**src/rtl/pipe_ctrl_pkg.sv**
```systemverilog
// Shared definitions for the pipeline sequencing controller.
package pipe_ctrl_pkg;

   localparam int STALL_PC  = 0;
   localparam int STALL_IF  = 1;
   localparam int STALL_ID  = 2;
   localparam int STALL_EX  = 3;
   localparam int STALL_MEM = 4;
   localparam int STALL_WB  = 5;

   localparam logic [5:0] StallNone = 6'b000000;
   localparam logic [5:0] StallId   = 6'b000111;
   localparam logic [5:0] StallEx   = 6'b001111;

   localparam logic RstEnableN = 1'b0;

   typedef enum logic {
      CtrlRun   = 1'b0,
      CtrlFlush = 1'b1
   } ctrl_state_e;

endpackage

```
**src/rtl/pipe_ctrl_stall_watchdog.sv**
```systemverilog
// EX-stall watchdog: saturating consecutive-stall counter with a sticky timeout flag.
module stall_watchdog
   import pipe_ctrl_pkg::*;
#(
   parameter int STALL_MAX = 64,
   parameter int CNT_W     = 7
) (
   input  logic clk,
   input  logic rst,
   input  logic run_i,
   input  logic stallreq_ex_i,
   input  logic flush_entry_i,
   output logic timeout_o
);

   localparam logic [CNT_W-1:0] MaxCnt = CNT_W'(STALL_MAX);

   logic [CNT_W-1:0] cnt_q, cnt_d;
   logic             timeout_q, timeout_d;

   // Next counter value; a flush entry or a gap in EX-busy restarts the count.
   always_comb begin
      cnt_d = cnt_q;
      if (flush_entry_i || !stallreq_ex_i) begin
         cnt_d = '0;
      end else if (run_i && (cnt_q != MaxCnt)) begin
         cnt_d = cnt_q + 1'b1;
      end
      timeout_d = timeout_q | (cnt_d == MaxCnt);
   end

   // Counter and sticky flag registers, cleared only by reset.
   always_ff @(posedge clk) begin
      if (rst == RstEnableN) begin
         cnt_q     <= '0;
         timeout_q <= 1'b0;
      end else begin
         cnt_q     <= cnt_d;
         timeout_q <= timeout_d;
      end
   end

   assign timeout_o = timeout_q;

endmodule

```
**src/rtl/pipe_ctrl.sv**
```systemverilog
// Pipeline sequencing controller: stall vector, exception flush, EX watchdog.
// Optional performance counters enabled by defining PIPE_CTRL_PERF_EN.
//
// state     | meaning
// ----------+--------------------------------------------------------
// CtrlRun   | normal issue; stalls follow hazard requests
// CtrlFlush | one-cycle flush pulse with handler PC; stalls masked
module pipe_ctrl
   import pipe_ctrl_pkg::*;
#(
   parameter int STALL_MAX = 64,
   parameter int CNT_W     = 7
) (
   input  logic        clk,
   input  logic        rst,
   input  logic        stallreq_id,
   input  logic        stallreq_ex,
   input  logic        excpt_req,
   input  logic [31:0] excpt_pc,
   output logic [5:0]  stall,
   output logic        flush,
   output logic [31:0] new_pc,
   output logic        stall_timeout
`ifdef PIPE_CTRL_PERF_EN
   ,
   output logic [31:0] perf_stall_cycles,
   output logic [15:0] perf_flush_count
`endif
);

   ctrl_state_e state_q, state_d;
   logic        flush_q, flush_d;
   logic [31:0] new_pc_q, new_pc_d;
   logic        flush_entry;

   // Next-state and registered flush/new_pc; exceptions are only taken in RUN.
   always_comb begin
      state_d     = state_q;
      flush_d     = 1'b0;
      new_pc_d    = new_pc_q;
      flush_entry = 1'b0;
      case (state_q)
         CtrlRun: begin
            if (excpt_req) begin
               state_d     = CtrlFlush;
               flush_d     = 1'b1;
               new_pc_d    = excpt_pc;
               flush_entry = 1'b1;
            end
         end
         CtrlFlush: state_d = CtrlRun;
         default:   state_d = CtrlRun;
      endcase
   end

   // Same-cycle stall vector; reset and FLUSH both force all stages to run.
   always_comb begin
      stall = StallNone;
      if (rst == RstEnableN || state_q == CtrlFlush) begin
         stall = StallNone;
      end else if (stallreq_ex) begin
         stall = StallEx;
      end else if (stallreq_id) begin
         stall = StallId;
      end
   end

   // State, flush pulse and handler PC registers.
   always_ff @(posedge clk) begin
      if (rst == RstEnableN) begin
         state_q  <= CtrlRun;
         flush_q  <= 1'b0;
         new_pc_q <= '0;
      end else begin
         state_q  <= state_d;
         flush_q  <= flush_d;
         new_pc_q <= new_pc_d;
      end
   end

   assign flush  = flush_q;
   assign new_pc = new_pc_q;

   stall_watchdog #(
      .STALL_MAX (STALL_MAX),
      .CNT_W     (CNT_W)
   ) u_stall_watchdog (
      .clk           (clk),
      .rst           (rst),
      .run_i         (state_q == CtrlRun),
      .stallreq_ex_i (stallreq_ex),
      .flush_entry_i (flush_entry),
      .timeout_o     (stall_timeout)
   );

`ifdef PIPE_CTRL_PERF_EN
   logic [31:0] perf_stall_q;
   logic [15:0] perf_flush_q;

   // Free-running, wrapping counters of stalled cycles and flush entries.
   always_ff @(posedge clk) begin
      if (rst == RstEnableN) begin
         perf_stall_q <= '0;
         perf_flush_q <= '0;
      end else begin
         if (stall != StallNone) perf_stall_q <= perf_stall_q + 32'd1;
         if (flush_entry)        perf_flush_q <= perf_flush_q + 16'd1;
      end
   end

   assign perf_stall_cycles = perf_stall_q;
   assign perf_flush_count  = perf_flush_q;
`endif

endmodule

```
**config.mk**
```make
export PLATFORM = sky130hd
export DESIGN_NAME = pipe_ctrl
export DESIGN_NICKNAME = d
export VERILOG_FILES = /design/src/rtl/pipe_ctrl_pkg.sv /design/src/rtl/pipe_ctrl_stall_watchdog.sv /design/src/rtl/pipe_ctrl.sv
export SDC_FILE = /design/constraint.sdc
export NUM_CORES = 1
export LEC_CHECK = 0
export ABC_CLOCK_PERIOD_IN_PS = 3500
export BUFFER_PORTS_ARGS = -buffer_cell sky130_fd_sc_hd__buf_2
export CAP_MARGIN = 40
export CORE_ASPECT_RATIO = 0.6
export CORE_MARGIN = 5
export CORE_UTILIZATION = 25
export DETAILED_ROUTE_END_ITERATION = 8
export PLACE_DENSITY = 0.46
export SLEW_MARGIN = 10
export SYNTH_ARGS = -nofsm -noshare
export SYNTH_HDL_FRONTEND = slang
export SYNTH_SLANG_ARGS = --single-unit
```
**constraint.sdc**
```tcl
create_clock -name clk -period 3.5 [get_ports clk]
set_input_delay 0.525 -clock clk [delete_from_list [all_inputs] [get_ports clk]]
set_output_delay 0.525 -clock clk [all_outputs]
set_load 0.1 [all_outputs]
```
==> impl_metrics.json, run 1 <==
{
  "grt.overflow.total": 0,
  "drt-pass1-iter-count": 4,
  "place_hpwl_um": 3470,
  "combinationalPowerShare": 0.244,
  "met3_usage": 0.0533,
  "cts-buffers-inserted": 5,
  "r2r-end": "u_stall_watchdog.timeout_o",
  "final_antenna_net_count": 0,
  "tightest_slew_ns": 0.600,
  "setup-violations-final": 0,
  "yosysWarningCount": 0,
  "grt_busiest_layer": "met1",
  "rows": 23,
  "pre_cts_slack_ns": 1.17,
  "cts.clk_slew.worst_paths_ns": 0.06,
  "drt-vias-per-instance": 4.35,
  "grt_use_met2": 0.150,
  "syn2layout_area_growth_pct": 30.8,
  "initial_utilization": 0.261,
  "grt_use_met1": 0.156,
  "cap_violations": 0,
  "critPathLaunchType": "primary input",
  "cts_hold_buf": 0,
  "timing.critical_path.slowest_stage_cell": "sky130_fd_sc_hd__buf_2",
  "ys_seq_area_frac": 0.462,
  "irDropWorstVdd_v": 0.000249,
  "place.gp.congestion": 0.754,
  "chipWidth_um": 119,
  "whs_path_depth": 2,
  "drt-initial-drc-count": 94,
  "slew_viol_final": 0,
  "timing.critical_path.fanout_max": 38,
  "wl_per_cell_um": 13.3,
  "hold_class": "reg2reg",
  "unrepaired_setup_endpoints_after_global_routing": "no",
  "mean_syn_cell_area_um2": 8.49,
  "synth_top_cell_by_area": "sky130_fd_sc_hd__dfxtp_1",
  "min_cycle_time_layout_ns": 2.29,
  "synthDominantCellAreaShare": 0.462,
  "synth_enable_flop_cells": 0,
  "maxSlewHeadroom": 0.600,
  "clock_latency_on_the_worst_skew_pair_ns": 0.28,
  "synth-async-reset-ratio": 0,
  "timing.hold.worst_endpoint": "new_pc[3]",
  "timing.reg2reg.worst_path_depth": 6,
  "grt_antenna_before_repair": 0,
  "full_die_area_um2": 8940,
  "route.final.wire_length_um": 4790,
  "cell_occurring_most_often_along_the_worst_timing_path": "sky130_fd_sc_hd__buf_2",
  "report.final.hold_viol_count": 0,
  "worst-setup-path-type": "in2out",
  "grt_start_max_net_pins": 39,
  "sw_frac_of_total": 0.356,
  "tritoncts": "built",
  "synth.most_common_cell": "sky130_fd_sc_hd__nand2_1",
  "drc_errors": 0,
  "fp.coreArea_um2": 6790,
  "postSynthRegisterBits": 41,
  "final_setup_skew_ns": 0.00433,
  "postCtsResizedCells": 0,
  "finalHoldWorstSlack_ns": 0.463,
  "leakage_power_nw": 1.04,
  "share_seq_of_total_power": 0.401,
  "port_buffers": 74,
  "worst_slack_ns": 1.21,
  "grt_use_total": 0.110,
  "total_switching_power_uw": 447,
  "wire_length_of_the_first_global_routing_pass_um": 7800,
  "final_nets": 312,
  "post_synth_instance_area_um2": 1780,
  "run_status": "finished clean",
  "worst_setup_path_end_kind": "primary output",
  "worstPathRequired_ns": 2.97,
  "yosys.cell_types.count": 37,
  "total_power_consumption_of_the_routed_design_mw": 1.25,
  "boundaryPins": 77,
  "startpoint_of_the_lowest_slack_hold_path": "new_pc[3]",
  "routed-via-count": 1570,
  "nFillCells": 729,
  "arrival_ns": 1.77,
  "cts.sinks": 41,
  "ctsLongestPathBuffers": 2,
  "critical_path.max_stage_delay_ns": 0.47,
  "fin_crit_sh": 0.655,
  "cell_area_power_density_nw_per_um2": 540,
  "worst_r2r_startpoint": "u_stall_watchdog.cnt_q[0]",
  "top_cell_types_by_occurrence_after_synthesis": "66 x sky130_fd_sc_hd__nand2_1, 41 x sky130_fd_sc_hd__dfxtp_1, 32 x sky130_fd_sc_hd__a21boi_0",
  "finalSetupTns_ns": 0,
  "antennaDiodeCount": 0,
  "fp.dieH_um": 75.3,
  "fmax_ghz": 0.436,
  "final_core_utilization": 0.342,
  "cts.root.buffer_cell": "sky130_fd_sc_hd__clkbuf_16",
  "post_route_cells_drive_above_1_share": 0.332,
  "crit_chain": "buf_2 > nor3b_2 > buf_2",
  "power.share.clock": 0.354,
  "p_int_uw": 808,
  "reg2reg_setup_slack_ns": 1.57,
  "netlist_instances": 209,
  "htreeDepth": 2,
  "postCtsSetupRepairBufs": 0,
  "vias_in_the_first_global_route": 1532,
  "synth_top_cells_by_area": "sky130_fd_sc_hd__dfxtp_1 46%, sky130_fd_sc_hd__nand2_1 14%, sky130_fd_sc_hd__a21boi_0 14%, sky130_fd_sc_hd__clkbuf_1 2.5%, sky130_fd_sc_hd__buf_4 1.7%",
  "yosys_most_used_dff": "sky130_fd_sc_hd__dfxtp_1"
}
-- state kept, by name, indices dropped and copies added, names as in the netlist --
register                    flops
new_pc                         32
state_q                         1
u_stall_watchdog.cnt_q          7
u_stall_watchdog.timeout_o      1
-- area by class of cell --
class / count / area, µm² / share of cell area
Clock buffer: 5 / 125 / 0.0539
Sequential cell: 41 / 821 / 0.353
Clock inverter: 3 / 17.5 / 0.00754
Inverter: 3 / 11.3 / 0.00485
Tap cell: 87 / 109 / 0.0469
Timing Repair Buffer: 76 / 385 / 0.166
Multi-Input combinational cell: 146 / 853 / 0.367
-- kinds of logic (layout without fill, tap and decap cells) --
family,count (synthesis),in the layout,share of synthesized area
adder cells (fa/ha/maj),2,2,0.0141
other,1,2,0.00211
multiplexers,1,1,0.00564
buffers and inverters,23,87,0.0634
AND/OR/NAND/NOR,94,94,0.244
flip-flops,41,41,0.462
XOR/XNOR,4,4,0.0197
AO/OA/AOI/OAI,43,43,0.189
-- critical path, delay by kind of cell --
kind,cells,cell delay (ns)
buf+inv,2,0.93
simple gates,1,0.31
-- cells in the final DEF, fill, tap and decap left out, types with 2 or more instances in the layout --
| cell type | n |
|---|---|
| sky130_fd_sc_hd__nand3_1 | 3 |
| sky130_fd_sc_hd__ha_1 | 2 |
| sky130_fd_sc_hd__clkinv_2 | 2 |
| sky130_fd_sc_hd__nand2b_1 | 2 |
| sky130_fd_sc_hd__nor2_1 | 6 |
| sky130_fd_sc_hd__conb_1 | 2 |
| sky130_fd_sc_hd__a21boi_0 | 32 |
| sky130_fd_sc_hd__nand4b_1 | 2 |
| sky130_fd_sc_hd__buf_4 | 2 |
| sky130_fd_sc_hd__xor2_1 | 2 |
| sky130_fd_sc_hd__inv_1 | 3 |
| sky130_fd_sc_hd__buf_2 | 74 |
| sky130_fd_sc_hd__clkbuf_16 | 5 |
| sky130_fd_sc_hd__a21oi_1 | 2 |
| sky130_fd_sc_hd__nor3_1 | 2 |
| sky130_fd_sc_hd__nand2_1 | 66 |
| sky130_fd_sc_hd__nor4b_1 | 3 |
| sky130_fd_sc_hd__dfxtp_1 | 41 |
| sky130_fd_sc_hd__xnor2_1 | 2 |
-- per-layer routing --
metal / up-vias / part of all wire / wire (µm)
li1: 813 / - / -
met1: 694 / 0.53 / 2530
met2: 61 / 0.36 / 1730
met3: 2 / 0.11 / 510
met4: 0 / 0.0046 / 22
met5: - / 0 / 0
-- power groups by stage --
stage / logic (mW) / registers, mW / clock network (mW)
6_report: 0.306 / 0.504 / 0.444
5_1_grt: 0.323 / 0.506 / 0.480
4_1_cts: 0.310 / 0.504 / 0.459
3_5_place_dp: 0.310 / 0.514 / 0
3_3_place_gp: 0.308 / 0.515 / 0
2_1_floorplan: 0.0952 / 0.669 / 0
-- worst max-delay path by stage --
stage / from / to / slack (ns) / cells after the start
2_1_floorplan: state_q / stall[1] / 0.24 / 3
4_1_cts: rst / stall[1] / 1.17 / 3
6_report: rst / stall[1] / 1.21 / 3
3_3_place_gp: rst / stall[0] / 1.19 / 3
3_5_place_dp: rst / stall[1] / 1.17 / 3
5_1_grt: rst / stall[0] / 1.06 / 3
-- through the flow --
step                      cells  instance area, µm²
after global routing        361                2320
after floorplan             210                1780
after detailed placement    353                2180
final                       361                2320
after global placement      353                2180
after CTS                   361                2320
(Power assumes the default switching activity.)
==> run 2: changes to the inputs <==
--- a/config.mk
+++ b/config.mk
@@ -5,14 +5,15 @@
 export SDC_FILE = /design/constraint.sdc
 export NUM_CORES = 1
 export LEC_CHECK = 0
-export ABC_CLOCK_PERIOD_IN_PS = 3500
+export ABC_AREA = 1
+export ABC_CLOCK_PERIOD_IN_PS = 2090
 export BUFFER_PORTS_ARGS = -buffer_cell sky130_fd_sc_hd__buf_2
 export CAP_MARGIN = 40
 export CORE_ASPECT_RATIO = 0.6
 export CORE_MARGIN = 5
 export CORE_UTILIZATION = 25
 export DETAILED_ROUTE_END_ITERATION = 8
-export PLACE_DENSITY = 0.46
+export PLACE_DENSITY = 0.48
 export SLEW_MARGIN = 10
 export SYNTH_ARGS = -nofsm -noshare
 export SYNTH_HDL_FRONTEND = slang
==> constraint.sdc (replaced) <==
create_clock -name clk -period 2.09 [get_ports clk]
set_input_delay 0.3135 -clock clk [delete_from_list [all_inputs] [get_ports clk]]
set_output_delay 0.3135 -clock clk [all_outputs]
set_load 0.1 [all_outputs]
==> run 2 against run 1 <==
- register-to-register slack worse by 1.0 ns
- cell count is 9.7% higher
- non-clock buffer count is 1 higher
- first-iteration DRC count is 37% higher
- utilization is 1.4 points higher
- worst setup slack worse by 0.81 ns
- largest cell class is now flip-flops and latches
- design area is 2.3% higher
- die area is 2.8% lower
- clock power is 100% higher
- critical path type is now reg2out
- power is 93% higher
==> impl_metrics.json, run 2 <==
{
  "grt.overflow.total": 0,
  "cts-buffers-inserted": 5,
  "flip_flop_count_of_the_largest_register_all_copies_and_words_added": 32,
  "timing.reg2reg.worst_path_depth": 11,
  "port_buffers": 74,
  "boundaryPins": 77,
  "finalSetupTns_ns": 0,
  "startpoint_of_the_lowest_slack_hold_path": "excpt_pc[17]",
  "yosysWarningCount": 0,
  "syn2layout_area_growth_pct": 38.1,
  "mean_syn_cell_area_um2": 7.25,
  "yosys.cell_types.count": 25,
  "irDropWorstVdd_v": 0.000300,
  "postCtsSetupRepairBufs": 0,
  "wire_length_of_the_first_global_routing_pass_um": 7390,
  "drt-vias-per-instance": 4.24,
  "cell_area_power_density_nw_per_um2": 1020,
  "timing.critical_path.fanout_max": 10,
  "postCtsResizedCells": 0,
  "final_core_utilization": 0.356,
  "worst-setup-path-type": "reg2out",
  "run_status": "finished clean",
  "fp.coreArea_um2": 6680,
  "post_route_cells_drive_above_1_share": 0.314,
  "whs_path_depth": 3,
  "fp.dieH_um": 74.2,
  "hold_class": "in2reg",
  "postSynthRegisterBits": 41,
  "final_antenna_net_count": 0,
  "place.gp.congestion": 0.783,
  "drc_errors": 0,
  "r2r-end": "u_stall_watchdog.timeout_o",
  "worst_slack_ns": 0.398,
  "ctsLongestPathBuffers": 2,
  "top_cell_types_by_occurrence_after_synthesis": "78 x sky130_fd_sc_hd__nor2_1, 41 x sky130_fd_sc_hd__dfxtp_1, 32 x sky130_fd_sc_hd__o21ai_0",
  "cts.sinks": 41,
  "drt-initial-drc-count": 129,
  "post_synth_instance_area_um2": 1720,
  "synth-async-reset-ratio": 0,
  "drt-pass1-iter-count": 4,
  "cts.root.buffer_cell": "sky130_fd_sc_hd__clkbuf_16",
  "grt_use_total": 0.108,
  "cap_violations": 0,
  "synth_top_cell_by_area": "sky130_fd_sc_hd__dfxtp_1",
  "cts.clk_slew.worst_paths_ns": 0.06,
  "place_hpwl_um": 3360,
  "tritoncts": "built",
  "slew_viol_final": 0,
  "rows": 23,
  "routed-via-count": 1680,
  "ys_seq_area_frac": 0.477,
  "cts_hold_buf": 0,
  "grt_start_max_net_pins": 34,
  "synth_top_cells_by_area": "sky130_fd_sc_hd__dfxtp_1 48%, sky130_fd_sc_hd__nor2_1 17%, sky130_fd_sc_hd__o21ai_0 9.3%, sky130_fd_sc_hd__nand2_1 6.1%, sky130_fd_sc_hd__nand3_1 3.8%",
  "worst_r2r_startpoint": "u_stall_watchdog.cnt_q[0]",
  "netlist_instances": 237,
  "antennaDiodeCount": 0,
  "leakage_power_nw": 1.18,
  "unrepaired_setup_endpoints_after_global_routing": "no",
  "setup-violations-final": 0,
  "placed_area_um2": 2200,
  "grt_antenna_before_repair": 0,
  "timing.hold.worst_endpoint": "new_pc[17]",
  "final_nets": 347,
  "min_cycle_time_layout_ns": 1.69,
  "initial_utilization": 0.257,
  "pre_cts_slack_ns": 0.545,
  "place.detailed.instances": 388,
  "layout.cells.most_common_list": "76 x sky130_fd_sc_hd__nor2_1, 71 x sky130_fd_sc_hd__buf_2, 40 x sky130_fd_sc_hd__dfxtp_1",
  "worst_setup_path_end_kind": "primary output",
  "final_setup_skew_ns": 0.00301,
  "full_die_area_um2": 8690,
  "reg2reg_setup_slack_ns": 0.53,
  "yosys_most_used_dff": "sky130_fd_sc_hd__dfxtp_1",
  "synth.most_common_cell": "sky130_fd_sc_hd__nor2_1",
  "postLayoutCellArea_um2": 2370,
  "synth_enable_flop_cells": 0,
  "arrival_ns": 1.38,
  "route.final.wire_length_um": 4660,
  "critPathLaunchType": "register",
  "htreeDepth": 2,
  "fin_crit_sh": 0.809,
  "mostFrequentLayoutCell": "sky130_fd_sc_hd__nor2_1",
  "worstPathRequired_ns": 1.78,
  "synthDominantCellAreaShare": 0.477,
  "vias_in_the_first_global_route": 1544,
  "stdcell_count": 396,
  "chipWidth_um": 117,
  "report.final.hold_viol_count": 0,
  "fmax_ghz": 0.591,
  "clock_latency_on_the_worst_skew_pair_ns": 0.28,
  "wl_per_cell_um": 11.8
}
run 2: cell families after synthesis:
| family | share of synthesized area |
|---|---|
| and+or+nand+nor | 0.322 |
| buffers and inverters | 0.0801 |
| xor gates and xnor gates | 0.00510 |
| AOI/OAI and AO/OA | 0.0983 |
| other | 0.00218 |
| DFF | 0.477 |
| adders and majority gates | 0.0146 |
run 2: critical path, cell delays in order, from the launching register on:
cell and delay [ns]:
sky130_fd_sc_hd__dfxtp_2 0.34, sky130_fd_sc_hd__inv_4 0.12, sky130_fd_sc_hd__nand2_1 0.13, sky130_fd_sc_hd__nor2_2 0.09
sky130_fd_sc_hd__buf_2 0.42
run 2: layer usage:
| metal | vias up | global-route usage | part of all wire |
|---|---|---|---|
| met4 | 0 | 0.0305 | 0.011 |
| met5 | - | 0 | 0 |
| met1 | 740 | 0.151 | 0.50 |
| met2 | 54 | 0.160 | 0.40 |
| li1 | 881 | - | - |
| met3 | 5 | 0.0366 | 0.092 |
run 2: worst max-delay path by stage:
stage | end | slack [ns] | cells after the start | start
2_1_floorplan | stall[1] | 0.04 | 4 | state_q
3_3_place_gp | u_stall_watchdog.timeout_o | 0.60 | 11 | u_stall_watchdog.cnt_q[0]
3_5_place_dp | u_stall_watchdog.timeout_o | 0.54 | 11 | u_stall_watchdog.cnt_q[0]
4_1_cts | stall[3] | 0.38 | 4 | state_q
5_1_grt | stall[3] | 0.33 | 4 | state_q
6_report | stall[3] | 0.40 | 4 | state_q
run 2: area by class of cell:
cell class                 count  area, µm²
timing repair buffer          77        438
clock inverter                 1       30.0
inverter                      15       58.8
multi-input combinational    168        774
tap                           87        109
sequential                    41        822
clock buffer                   7        143
fill                         723       4300
run 2: power by group:
group	switching [mW]	total, mW	leakage, nW	internal [mW]
Clock	0.298	0.894	0.0841	0.597
Combinational	0.546	0.667	0.758	0.121
Sequential	0.0260	0.861	0.339	0.835
Total	0.870	2.42	1.18	1.55
run 2: stage by stage:
stage | hold slack [ns] | total power, mW
after detailed placement | 0.454 | 1.55
after global routing | 0.291 | 2.53
after floorplan | 0.449 | 1.42
after global placement | 0.453 | 1.55
after CTS | 0.279 | 2.46
final | 0.283 | 2.42
==> run 3: changes to the inputs <==
--- a/config.mk
+++ b/config.mk
@@ -6,7 +6,7 @@
 export NUM_CORES = 1
 export LEC_CHECK = 0
 export ABC_AREA = 1
-export ABC_CLOCK_PERIOD_IN_PS = 2090
+export ABC_CLOCK_PERIOD_IN_PS = 1400
 export BUFFER_PORTS_ARGS = -buffer_cell sky130_fd_sc_hd__buf_2
 export CAP_MARGIN = 40
 export CORE_ASPECT_RATIO = 0.6
==> constraint.sdc (replaced) <==
create_clock -name clk -period 1.4 [get_ports clk]
set_input_delay 0.21 -clock clk [delete_from_list [all_inputs] [get_ports clk]]
set_output_delay 0.21 -clock clk [all_outputs]
set_load 0.1 [all_outputs]
==> run 3 against run 2 <==
- the flow now finishes with violations (setup timing)
- power grew 52%
- global-route usage grew 0.73 points
- worst setup slack lost 0.53 ns
- first-iteration DRC count shrank 36%
- clock skew is essentially flat
- critical endpoint is now u_stall_watchdog.timeout_o
- largest cell class is now multi-input combinational cells
- largest power group unchanged
==> impl_metrics.json, run 3 (synthesized netlist as in run 2, its figures left out) <==
{
  "antennaDiodeCount": 0,
  "setup-violations-final": 3,
  "tritoncts": "built",
  "htreeDepth": 2,
  "drc_errors": 0,
  "cell_area_power_density_nw_per_um2": 1390,
  "slew_viol_final": 0,
  "routed-via-count": 1758,
  "crit_chain": "inv_2 > ha_4 > inv_4 > nor2_4 > nand3_4 > nand2_4 > nand2_2 > nand3_2 > nand2_2 > nor2_1 > nand2_1 > a21oi_2",
  "nFillCells": 706,
  "report.final.hold_viol_count": 0,
  "unrepaired_setup_endpoints_after_global_routing": "yes",
  "cts.sinks": 41,
  "chipWidth_um": 117,
  "place.gp.congestion": 0.841,
  "route.final.wire_length_um": 5070,
  "final_setup_skew_ns": 0.00256,
  "port_buffers": 74,
  "worst_slack_ns": -0.127,
  "timing.critical_path.slowest_stage_cell": "sky130_fd_sc_hd__dfxtp_2",
  "cts.root.buffer_cell": "sky130_fd_sc_hd__clkbuf_16",
  "drt-initial-drc-count": 82,
  "reg2reg_setup_slack_ns": -0.13,
  "irDropWorstVdd_v": 0.000648,
  "grt_start_max_net_pins": 34,
  "crit_buf_inv": 2,
  "grt_use_total": 0.116,
  "layout.cells.most_common_list": "75 x sky130_fd_sc_hd__nor2_1, 69 x sky130_fd_sc_hd__buf_2, 36 x sky130_fd_sc_hd__dfxtp_1",
  "cpLargestDelayFamily": "simple AND/OR/NAND/NOR gates",
  "syn2layout_area_growth_pct": 54.1,
  "ctsLongestPathBuffers": 2,
  "cell_occurring_most_often_along_the_worst_timing_path": "sky130_fd_sc_hd__nand2_2",
  "wl_per_cell_um": 12.3,
  "seqCellArea_um2": 830,
  "total_power_consumption_of_the_routed_design_mw": 3.69,
  "grt.overflow.total": 0,
  "finalHoldWorstSlack_ns": 0.180,
  "cap_violations": 0,
  "place_hpwl_um": 3480,
  "hold_class": "in2reg",
  "leakage_power_nw": 1.29,
  "vias_in_the_first_global_route": 1589,
  "arrival_ns": 1.73,
  "violations": "setup timing",
  "timing.critical_path.fanout_max": 8,
  "rows": 23,
  "clock_latency_on_the_worst_skew_pair_ns": 0.28,
  "boundaryPins": 77,
  "multiInputGateArea_um2": 862,
  "final_nets": 364,
  "run_status": "finished, violations left",
  "min_cycle_time_layout_ns": 1.53,
  "drt-pass1-iter-count": 4,
  "wire_length_of_the_first_global_routing_pass_um": 7910,
  "drt-vias-per-instance": 4.26,
  "flip_flop_count_of_the_largest_register_all_copies_and_words_added": 32,
  "cts.clk_slew.worst_paths_ns": 0.06,
  "whs_path_depth": 3,
  "fp.dieH_um": 74.2,
  "cts-buffers-inserted": 5,
  "full_die_area_um2": 8690,
  "critical_path.max_stage_delay_ns": 0.33,
  "startpoint_of_the_lowest_slack_hold_path": "excpt_pc[1]",
  "critPathLaunchType": "register",
  "fmax_ghz": 0.655,
  "worst_setup_path_end_kind": "register",
  "worstPathRequired_ns": 1.61,
  "fp.coreArea_um2": 6680,
  "fin_crit_sh": 1.09,
  "timing.hold.worst_endpoint": "new_pc[1]",
  "mostFrequentLayoutCell": "sky130_fd_sc_hd__nor2_1",
  "post_route_cells_drive_above_1_share": 0.436,
  "final_antenna_net_count": 0,
  "r2r-end": "u_stall_watchdog.timeout_o",
  "worst-setup-path-type": "reg2reg",
  "worst_r2r_startpoint": "u_stall_watchdog.cnt_q[0]",
  "timing.reg2reg.worst_path_depth": 12,
  "initial_utilization": 0.257,
  "grt_antenna_before_repair": 0,
  "cts_hold_buf": 0
}
[run 3: area by class of cell]
class	count	area share
clock inverter	2	0.0137
timing repair buffer	94	0.229
clock buffer	6	0.0524
inverter	15	0.0250
sequential	41	0.313
multi-input combinational	168	0.325
tap	87	0.0411
[run 3: timing repair]
| item | 4_1_cts | 5_1_grt |
|---|---|---|
| gates resized for setup | 18 | 15 |
| hold endpoints to repair | 0 | 0 |
| endpoints found under the setup margin | 6 | 9 |
| setup buffers | 4 | 2 |
| pin swaps | 7 | 8 |
[run 3: worst max path at each step]
stage | startpoint | endpoint | slack [ns] | depth (start not counted)
floorplan | state_q | stall[1] | -0.29 | 4
global placement | u_stall_watchdog.cnt_q[1] | u_stall_watchdog.timeout_o | -0.07 | 12
detailed placement | u_stall_watchdog.cnt_q[0] | u_stall_watchdog.timeout_o | -0.07 | 12
CTS | u_stall_watchdog.cnt_q[1] | u_stall_watchdog.timeout_o | -0.07 | 13
global route | u_stall_watchdog.cnt_q[1] | u_stall_watchdog.timeout_o | -0.24 | 12
finish | u_stall_watchdog.cnt_q[0] | u_stall_watchdog.timeout_o | -0.13 | 12
[run 3: report_power, final]
group	switching, mW	internal [mW]
sequential	0.0412	1.25
clock	0.456	0.891
combinational	0.839	0.217
[run 3: routing by layer]
layer,vias up,wire length (µm),GRT usage
li1,914,-,-
met5,-,0,0
met2,59,2060,0.164
met1,781,2570,0.171
met3,4,406,0.0374
met4,0,36,0.0229
[run 3: through the flow]
stage               utilization  setup slack (ns)  cell area [µm²]  setup TNS [ns]  std cells
finish                    0.397            -0.127             2650          -0.172        413
global route              0.397            -0.238             2650          -0.576        413
CTS                       0.388           -0.0660             2590         -0.0660        411
detailed placement        0.349           -0.0745             2330         -0.0745        399
global placement          0.349           -0.0732             2330         -0.0732        399
floorplan                     -            -0.292             1770          -0.864        238
[run 3: worst reg2reg max path: stages (launching register included)]
cell                      delay, ns
sky130_fd_sc_hd__dfxtp_2       0.33
sky130_fd_sc_hd__inv_2         0.08
sky130_fd_sc_hd__ha_4          0.14
sky130_fd_sc_hd__inv_4         0.03
sky130_fd_sc_hd__nor2_4        0.09
sky130_fd_sc_hd__nand3_4       0.15
sky130_fd_sc_hd__nand2_4       0.13
sky130_fd_sc_hd__nand2_2       0.07
sky130_fd_sc_hd__nand3_2       0.08
sky130_fd_sc_hd__nand2_2       0.06
sky130_fd_sc_hd__nor2_1        0.10
sky130_fd_sc_hd__nand2_1       0.07
sky130_fd_sc_hd__a21oi_2       0.13
